## src/rtl/vga_sync_pkg.sv

```systemverilog
// Default 640x480@60 timing, coordinate width and output bundle for vga_sync_gen.
// Shared by the top (vga_sync_gen) and its axis counters.
package vga_sync_pkg;

    localparam int unsigned COORD_W = 16;

    localparam int unsigned H_ACTIVE_DEF = 640;
    localparam int unsigned H_FP_DEF     = 16;
    localparam int unsigned H_SYNC_DEF   = 96;
    localparam int unsigned H_BP_DEF     = 48;
    localparam int unsigned H_TOTAL_DEF  = H_ACTIVE_DEF + H_FP_DEF + H_SYNC_DEF + H_BP_DEF;

    localparam int unsigned V_ACTIVE_DEF = 480;
    localparam int unsigned V_FP_DEF     = 10;
    localparam int unsigned V_SYNC_DEF   = 2;
    localparam int unsigned V_BP_DEF     = 33;
    localparam int unsigned V_TOTAL_DEF  = V_ACTIVE_DEF + V_FP_DEF + V_SYNC_DEF + V_BP_DEF;

    typedef struct packed {
        logic [COORD_W-1:0] row;
        logic [COORD_W-1:0] column;
        logic               enable;
        logic               hsync;
        logic               vsync;
        logic               frame_start;
    } sync_out_t;

    // Syncs are active-low, so the idle bundle keeps them high.
    localparam sync_out_t SYNC_OUT_RESET = '{
        row:         '0,
        column:      '0,
        enable:      1'b0,
        hsync:       1'b1,
        vsync:       1'b1,
        frame_start: 1'b0
    };

    function automatic logic in_window(input logic [31:0] pos,
                                       input logic [31:0] lo,
                                       input logic [31:0] len);
        return (pos >= lo) && (pos < lo + len);
    endfunction

endpackage

```

## src/rtl/vga_axis_counter.sv

```systemverilog
// Wrap-at-limit counter for one raster axis; wrap pulses on the increment
// that returns the count from LIMIT-1 to zero.
module vga_axis_counter #(
    parameter int unsigned LIMIT = 800,
    parameter int unsigned WIDTH = (LIMIT > 1) ? $clog2(LIMIT) : 1
) (
    input  logic             clk,
    input  logic             rst_n,
    input  logic             inc,
    output logic [WIDTH-1:0] count,
    output logic             wrap
);

    logic [WIDTH-1:0] cnt_q;
    logic [WIDTH-1:0] cnt_d;
    logic             at_last;

    assign at_last = (cnt_q == WIDTH'(LIMIT - 1));

    always_comb begin
        cnt_d = cnt_q;
        if (inc) begin
            cnt_d = at_last ? '0 : cnt_q + WIDTH'(1);
        end
    end

    always_ff @(posedge clk or negedge rst_n) begin
        if (!rst_n) begin
            cnt_q <= '0;
        end else begin
            cnt_q <= cnt_d;
        end
    end

    assign count = cnt_q;
    assign wrap  = inc && at_last;

endmodule

```

## src/rtl/vga_sync_gen.sv

```systemverilog
// VGA raster timing generator: registered coordinates, visible-area enable and
// active-low syncs. Define VGA_SYNC_CE_EN to add the pix_ce advance enable.
module vga_sync_gen
    import vga_sync_pkg::*;
#(
    parameter int unsigned H_ACTIVE = H_ACTIVE_DEF,
    parameter int unsigned H_FP     = H_FP_DEF,
    parameter int unsigned H_SYNC   = H_SYNC_DEF,
    parameter int unsigned H_BP     = H_BP_DEF,
    parameter int unsigned V_ACTIVE = V_ACTIVE_DEF,
    parameter int unsigned V_FP     = V_FP_DEF,
    parameter int unsigned V_SYNC   = V_SYNC_DEF,
    parameter int unsigned V_BP     = V_BP_DEF
) (
    input  logic               clk,
    input  logic               rst_n,
`ifdef VGA_SYNC_CE_EN
    input  logic               pix_ce,
`endif
    output logic [COORD_W-1:0] row,
    output logic [COORD_W-1:0] column,
    output logic               enable,
    output logic               hsync,
    output logic               vsync,
    output logic               frame_start
);

    localparam int unsigned H_TOTAL = H_ACTIVE + H_FP + H_SYNC + H_BP;
    localparam int unsigned V_TOTAL = V_ACTIVE + V_FP + V_SYNC + V_BP;
    localparam int unsigned H_W     = (H_TOTAL > 1) ? $clog2(H_TOTAL) : 1;
    localparam int unsigned V_W     = (V_TOTAL > 1) ? $clog2(V_TOTAL) : 1;

    logic           advance;
    logic           h_wrap;
    logic           v_wrap;
    logic [H_W-1:0] h_cnt;
    logic [V_W-1:0] v_cnt;
    logic [31:0]    h_pos;
    logic [31:0]    v_pos;
    logic           at_origin_q;
    logic           at_origin_d;
    sync_out_t      out_q;
    sync_out_t      out_d;

`ifdef VGA_SYNC_CE_EN
    assign advance = pix_ce;
`else
    assign advance = 1'b1;
`endif

    vga_axis_counter #(
        .LIMIT (H_TOTAL),
        .WIDTH (H_W)
    ) u_h_counter (
        .clk   (clk),
        .rst_n (rst_n),
        .inc   (advance),
        .count (h_cnt),
        .wrap  (h_wrap)
    );

    vga_axis_counter #(
        .LIMIT (V_TOTAL),
        .WIDTH (V_W)
    ) u_v_counter (
        .clk   (clk),
        .rst_n (rst_n),
        .inc   (h_wrap),
        .count (v_cnt),
        .wrap  (v_wrap)
    );

    assign h_pos = 32'(h_cnt);
    assign v_pos = 32'(v_cnt);

    // Tracks "counters sit at (0,0)" from the frame wrap instead of a wide compare.
    always_comb begin
        at_origin_d = at_origin_q;
        if (advance) begin
            at_origin_d = v_wrap;
        end
    end

    always_comb begin
        out_d = out_q;
        if (advance) begin
            out_d.column      = COORD_W'(h_cnt);
            out_d.row         = COORD_W'(v_cnt);
            out_d.enable      = (h_pos < H_ACTIVE) && (v_pos < V_ACTIVE);
            out_d.hsync       = !in_window(h_pos, H_ACTIVE + H_FP, H_SYNC);
            out_d.vsync       = !in_window(v_pos, V_ACTIVE + V_FP, V_SYNC);
            out_d.frame_start = at_origin_q;
        end
    end

    always_ff @(posedge clk or negedge rst_n) begin
        if (!rst_n) begin
            at_origin_q <= 1'b1;
            out_q       <= SYNC_OUT_RESET;
        end else begin
            at_origin_q <= at_origin_d;
            out_q       <= out_d;
        end
    end

    assign row         = out_q.row;
    assign column      = out_q.column;
    assign enable      = out_q.enable;
    assign hsync       = out_q.hsync;
    assign vsync       = out_q.vsync;
    assign frame_start = out_q.frame_start;

endmodule

```

## config.mk

```make
export PLATFORM = sky130hd
export DESIGN_NAME = vga_sync_gen
export DESIGN_NICKNAME = d
export VERILOG_FILES = /design/src/rtl/vga_sync_pkg.sv /design/src/rtl/vga_axis_counter.sv /design/src/rtl/vga_sync_gen.sv
export SDC_FILE = /design/constraint.sdc
export NUM_CORES = 1
export LEC_CHECK = 0
export ABC_AREA = 1
export BUFFER_PORTS_ARGS = -buffer_cell sky130_fd_sc_hd__buf_2
export CAP_MARGIN = 20
export CORE_MARGIN = 3
export CORE_UTILIZATION = 49
export CTS_CLUSTER_DIAMETER = 30
export DETAILED_ROUTE_END_ITERATION = 6
export GPL_TIMING_DRIVEN = 0
export MAX_ROUTING_LAYER = met4
export PLACE_DENSITY = 0.75
export RECOVER_POWER = 25
export SLEW_MARGIN = 40
export SYNTH_ARGS = -nofsm -noshare
export SYNTH_HDL_FRONTEND = slang
export SYNTH_SLANG_ARGS = --single-unit
```

## constraint.sdc

```tcl
create_clock -name clk -period 1.3 [get_ports clk]
set_input_delay 0.065 -clock clk [delete_from_list [all_inputs] [get_ports clk]]
set_output_delay 0.065 -clock clk [all_outputs]
set_load 0.005 [all_outputs]
```

# ---- Word-level counts from Yosys, hierarchy flattened
# Index checks and enable logic that the tools add are counted.
dict set report classes {
  add_sub_neg 2
  n_mul 0
  div 0
  magnitude_cmp 6
  n_eq_ne 2
  shift 0
  mux 2
  bitwise_logic 0
  reduce_logical 6
}
# cell count
set op_table {}
lappend op_table {{10-bit by 1-bit adder with 10-bit output (second input constant)} 2}
lappend op_table {{10-bit == test (second input constant)} 2}
lappend op_table {{10-bit < comparator (second input constant)} 2}
lappend op_table {{10-bit by 9-bit < comparator with 1-bit output (second input constant)} 2}
lappend op_table {{10-bit 2-to-1 mux} 2}
lappend op_table {{10-bit >= comparator (second input constant)} 1}
lappend op_table {{10-bit by 9-bit >= comparator with 1-bit output (second input constant)} 1}
lappend op_table {{1-bit logical AND} 4}
lappend op_table {{1-bit zero test} 2}
dict set report word_totals {
  ff_bits 45
  latchBits 0
  ramBits 0
  romBits 0
  out_inout_bits 36
  n_memories 0
}

# ---- Longest topological paths before layout
dict set report logic_depth {
  word_depth 3
  mapped_depth 8
  ltp_nobuf 8
}

# ---- Hierarchy
# From an unflattened synthesis, not the netlist that was laid out.
dict set report unflattened {
  cells_unflattened 225
  area_unflattened_um2 2093.3
}
# mod n_inst cells_each area_each_um2 seq_area_each_um2
set modules_own_cells {}
lappend modules_own_cells {vga_sync_gen 1 59 807.0 629.4}
lappend modules_own_cells {{vga_axis_counter at u_v_counter} 1 83 656.9 250.2}
lappend modules_own_cells {{vga_axis_counter at u_h_counter} 1 83 629.4 250.2}

# ---- Worst setup path after synthesis
# Ideal clock, no wire load.
dict set report synth_timing {
  path_kind {reg2reg}
  startpoint {register u_h_counter.cnt_q[0] (netlist: u_h_counter.count[0])}
  endpoint {register u_v_counter.cnt_q[3] (netlist: u_v_counter.count[3])}
  arrival_ps 1224
  setup_slack_ps -51
  stages_incl_launch_ff 8
  n_path_buf 1
  path_cell_list {dfrtp_1 > ha_1 > nand2_2 > nor2_4 > nand3_4 > nor2_8 > buf_8 > o21ai_0}
}
dict set report synth_via {
  elab_chain_len 1
}
# item line_no
set synth_rtl {}
lappend synth_rtl {{start: declaration} vga_axis_counter.sv:14} ;# logic [WIDTH-1:0] cnt_q;
lappend synth_rtl {{start signal: assignment} vga_axis_counter.sv:31} ;# cnt_q <= cnt_d;
lappend synth_rtl {{10-bit == test} vga_axis_counter.sv:18} ;# assign at_last = (cnt_q == WIDTH'(LIMIT - 1));
lappend synth_rtl {{end signal: assignment} vga_axis_counter.sv:31}
lappend synth_rtl {{end: declaration} vga_axis_counter.sv:14}
# No other way between the ends.
# A chain may end at the register's enable or synchronous reset.

# ---- Worst setup path in the final report
dict set report layout_timing {
  startpoint {register u_h_counter.cnt_q[0] (netlist: u_h_counter.count[0])}
  endpoint {register u_v_counter.cnt_q[4] (netlist: u_v_counter.count[4])}
}
# The elaborated chain is that of the path after synthesis.

==> flow_summary.rst <==
.. list-table::
   :header-rows: 1

   * - Metric
     - Value
   * - DIE AREA
     - ~4800 µm²
   * - Global placer's final weighted congestion
     - 0.863
   * - Core Rows
     - 22
   * - Launch instance of the worst register-to-register path
     - u_h_counter.count[0]
   * - CTS clock-pin slew for the worst setup and hold paths
     - roughly 0.080 ns
   * - Io pins
     - 38
   * - Hold Path Depth
     - 0
   * - Syn Std Cell Area
     - 1950 µm²
   * - Pwr Density
     - roughly 1000 nW/µm²
   * - Highest net fanout along the worst path
     - 6
   * - Overall track demand over capacity in global routing
     - 0.175
   * - Count of antenna-violating nets left after detailed routing
     - 0
   * - Worst path arrival time
     - around 1.7 ns
   * - Required time at the endpoint of the critical path
     - 1.53 ns
   * - Vias in the first global route
     - 1382
   * - Max-cap violations
     - 0
   * - Min Tclk post-route
     - ~1.5 ns
   * - Number of cells in the design after placement
     - 280
   * - Maximum vdd drop
     - approximately 0.54 mV
   * - Placed cell area
     - around 2200 µm²
   * - TritonCTS Sinks
     - between 40 and 50
   * - Largest net degree at the start of global routing
     - 46
   * - RSZ-0062 raised after global routing
     - true
   * - Worst hold endpoint
     - column[3]
   * - Synthesized area per cell
     - between 9 and 10 µm²
   * - Detail-routed via count per cell
     - roughly 5
   * - Worst Setup End Kind
     - register
   * - Residual DRC count
     - 0
   * - Actual transition at the worst max-transition pin
     - between 1 and 1.5 ns
   * - Share of the yosys chip area belonging to registers
     - 0.580
   * - Finished Layout Cells
     - between 300 and 400
   * - CTS H-tree depth
     - 2
   * - Violated checks
     - negative setup slack
   * - Flop2flop setup slack
     - -0.17 ns
   * - Reg2Reg Depth
     - 8
   * - Routed len/inst
     - 12.6 µm
   * - Result of the run
     - finished with violations
   * - Area grow syn2layout
     - 25.7%
   * - Terminus of the critical flop-to-flop path
     - u_v_counter.count[4]
   * - Final routed wirelength across all metal layers
     - 3800 µm
   * - Leakage power total
     - roughly 0.0013 µW
   * - Worst Skew
     - between 0.008 and 0.009 ns
   * - Final Slew Violations
     - 0
   * - Least setup slack across all paths after layout
     - -0.166 ns
   * - Area inside the core boundary
     - approximately 3700 µm²
   * - Number of distinct library cell variants in the gate-level netlist after synthesis
     - 28
   * - Global route total overflow
     - 0
   * - Height of the chip
     - around 69 µm
   * - TritonRoute pass-1 iters
     - 4
   * - Startpoint of the tightest hold check path
     - u_h_counter.count[3]
   * - Initial antenna violation count
     - 0
   * - Wire length of the first global-routing pass
     - around 6500 µm
   * - Register bit total from synthesis
     - 45
   * - Total CTS buffers
     - 5
   * - Setup Viol. Count Final
     - 19
   * - Count of nets after finishing
     - approximately 260
   * - Die outline width
     - between 60 and 70 µm
   * - Initial detailed-routing violation count
     - 117
   * - Kind of critical path
     - register to register
   * - DPL Wire Length
     - around 2500 µm
   * - Post-route design area
     - between 2000 and 2500 µm²
   * - Max-slew headroom
     - 0.289
   * - Share of post-route cells with drive strength above 1
     - 0.304
   * - Count of yosys warnings during synthesis
     - 0
   * - Final Total Pwr
     - 2540 µW
   * - Class of the tightest hold or removal check
     - register to register
   * - Worst slack at placement
     - -0.302 ns
   * - Diodes inserted
     - 0
   * - Kind of start point of the critical path
     - register
   * - Final Cycle Share
     - 1.13
   * - Starting density of the core
     - 0.520
   * - Number of vias after detailed routing
     - around 1500
   * - Peak Freq
     - about 700 MHz
   * - Root Buffer
     - sky130_fd_sc_hd__clkbuf_8
   * - Skew-Pair Late Insertion Delay
     - 0.30 ns
   * - TritonCTS clock tree
     - built
   * - Synthesized instance count
     - 196
   * - Port buffer count
     - 25
   * - Core utilization of the finished layout
     - 0.654
   * - Buffer levels on the longest clock path
     - 2
   * - Final hold viol count
     - 0
-- layer usage --
| layer | vias up | global-route usage | share of wire | wire, µm |
|---|---|---|---|---|
| met5 | - | - | 0 | 0 |
| met4 | 0 | 0.0933 | 0.028 | 108 |
| met3 | 10 | 0.0452 | 0.054 | 206 |
| met2 | 47 | 0.252 | 0.47 | 1790 |
| met1 | 708 | 0.228 | 0.45 | 1700 |
| li1 | 715 | - | - | - |
-- state kept, by name (all words and copies together), names as in the netlist --
register,flops
at_origin_q,1
column,10
enable,1
frame_start,1
hsync,1
row,10
u_h_counter.count,10
u_v_counter.count,10
vsync,1
-- cell families (layout without fill, tap and decap cells) --
| family | after synthesis | after routing | synth area share |
|---|---|---|---|
| xor gates and xnor gates | 7 | 7 | 0.0315 |
| adders and majority gates | 4 | 4 | 0.0257 |
| AOI/OAI and AO/OA | 17 | 17 | 0.0469 |
| other | 1 | 12 | 0.00192 |
| buffers and inverters | 37 | 83 | 0.100 |
| and+or+nand+nor | 85 | 85 | 0.214 |
| DFF | 45 | 45 | 0.580 |
-- synth_stat cells --
cell type | number | area share
sky130_fd_sc_hd__o21ai_0 | 7 | 0.018
sky130_fd_sc_hd__xor2_1 | 7 | 0.031
sky130_fd_sc_hd__a21boi_0 | 1 | 0.0039
sky130_fd_sc_hd__nor2_4 | 1 | 0.0058
sky130_fd_sc_hd__inv_2 | 1 | 0.0019
sky130_fd_sc_hd__inv_1 | 23 | 0.044
sky130_fd_sc_hd__buf_4 | 12 | 0.046
sky130_fd_sc_hd__nor4_1 | 2 | 0.0064
sky130_fd_sc_hd__nand3b_1 | 1 | 0.0039
sky130_fd_sc_hd__buf_8 | 1 | 0.0077
sky130_fd_sc_hd__o21ai_1 | 6 | 0.015
sky130_fd_sc_hd__nand3_2 | 1 | 0.0051
sky130_fd_sc_hd__nand3_4 | 1 | 0.0090
sky130_fd_sc_hd__and2_1 | 1 | 0.0032
sky130_fd_sc_hd__a21oi_1 | 2 | 0.0051
sky130_fd_sc_hd__nand2_1 | 33 | 0.064
sky130_fd_sc_hd__nor2_2 | 1 | 0.0032
sky130_fd_sc_hd__nor3_1 | 5 | 0.013
sky130_fd_sc_hd__nor2_1 | 20 | 0.039
sky130_fd_sc_hd__dfstp_2 | 3 | 0.040
sky130_fd_sc_hd__ha_1 | 4 | 0.026
sky130_fd_sc_hd__dfrtp_1 | 42 | 0.54
sky130_fd_sc_hd__nand2_2 | 1 | 0.0032
sky130_fd_sc_hd__o21ai_2 | 1 | 0.0045
sky130_fd_sc_hd__nor2_8 | 1 | 0.010
sky130_fd_sc_hd__nand4_1 | 8 | 0.026
sky130_fd_sc_hd__nand3_1 | 9 | 0.023
sky130_fd_sc_hd__conb_1 | 1 | 0.0019
-- cells in the final DEF (no fill, tap or decap), types with 2 or more instances in the layout --
cell and instances:
sky130_fd_sc_hd__buf_2 24, sky130_fd_sc_hd__o21ai_0 3, sky130_fd_sc_hd__dfrtp_1 41, sky130_fd_sc_hd__nand3_1 9, sky130_fd_sc_hd__nor2_2 2, sky130_fd_sc_hd__nor4_1 2
sky130_fd_sc_hd__a21oi_1 2, sky130_fd_sc_hd__dfstp_2 3, sky130_fd_sc_hd__clkbuf_1 3, sky130_fd_sc_hd__nor2_4 2, sky130_fd_sc_hd__xor2_1 7, sky130_fd_sc_hd__nand4_1 8
sky130_fd_sc_hd__ha_4 2, sky130_fd_sc_hd__nand2_1 32, sky130_fd_sc_hd__conb_1 12, sky130_fd_sc_hd__o21ai_1 8, sky130_fd_sc_hd__nor2_1 18, sky130_fd_sc_hd__inv_4 2
sky130_fd_sc_hd__inv_1 21, sky130_fd_sc_hd__o21ai_2 3, sky130_fd_sc_hd__nor3_1 4, sky130_fd_sc_hd__ha_1 2, sky130_fd_sc_hd__buf_4 20, sky130_fd_sc_hd__clkbuf_8 6
-- worst max path at each step --
| stage | to | slack (ns) | from |
|---|---|---|---|
| 2_1_floorplan | u_v_counter.count[3] | -0.05 | u_h_counter.count[0] |
| 6_report | u_v_counter.count[4] | -0.17 | u_h_counter.count[0] |
| 5_1_grt | u_v_counter.count[4] | -0.22 | u_h_counter.count[0] |
| 4_1_cts | u_v_counter.count[5] | -0.11 | u_h_counter.count[0] |
| 3_5_place_dp | u_v_counter.count[3] | -0.30 | u_v_counter.count[0] |
| 3_3_place_gp | u_v_counter.count[3] | -0.25 | u_v_counter.count[0] |
-- cell type report --
type,instances,area [µm²]
multi-input cells,125,719
plain buffers,13,105
fillers,298,1290
repair buffers,38,221
well taps,48,60.1
flip-flops and latches,45,1130
clock buffers,7,86.3
clock inverters,1,30.0
inverters,24,95.1
-- worst max-delay path, cell delays in order, from the launching register on --
cell                      delay (ns)
sky130_fd_sc_hd__dfrtp_1        0.42
sky130_fd_sc_hd__ha_4           0.17
sky130_fd_sc_hd__nand2_4        0.06
sky130_fd_sc_hd__nor2_4         0.16
sky130_fd_sc_hd__nand3_4        0.11
sky130_fd_sc_hd__nor2_8         0.18
sky130_fd_sc_hd__buf_4          0.13
sky130_fd_sc_hd__nand4_1        0.07
sky130_fd_sc_hd__o21ai_1        0.10
-- per-stage QoR --
stage                     hold slack (ns)  setup TNS (ns)
final                               0.384           -1.93
after floorplan                    -0.231          -0.392
after global placement              0.257           -2.85
after CTS                           0.299           -1.28
after global routing                0.389           -5.55
after detailed placement           0.0878           -3.35
-- where the power goes --
part	internal (µW)	leakage (µW)	switching (µW)
clock network	626	0.0000585	449
registers	1400	0.000587	0
logic	25.5	0.000659	38.2
-- what timing repair did --
item	CTS	global route
endpoints found under the setup margin	16	19
hold buffers	1	0
buffers inserted	7	5
gates cloned	0	0
pin swaps	1	4
endpoints found under the hold margin	42	0
resized for setup	9	12
Note: power is estimated with default switching activity, not from simulation.
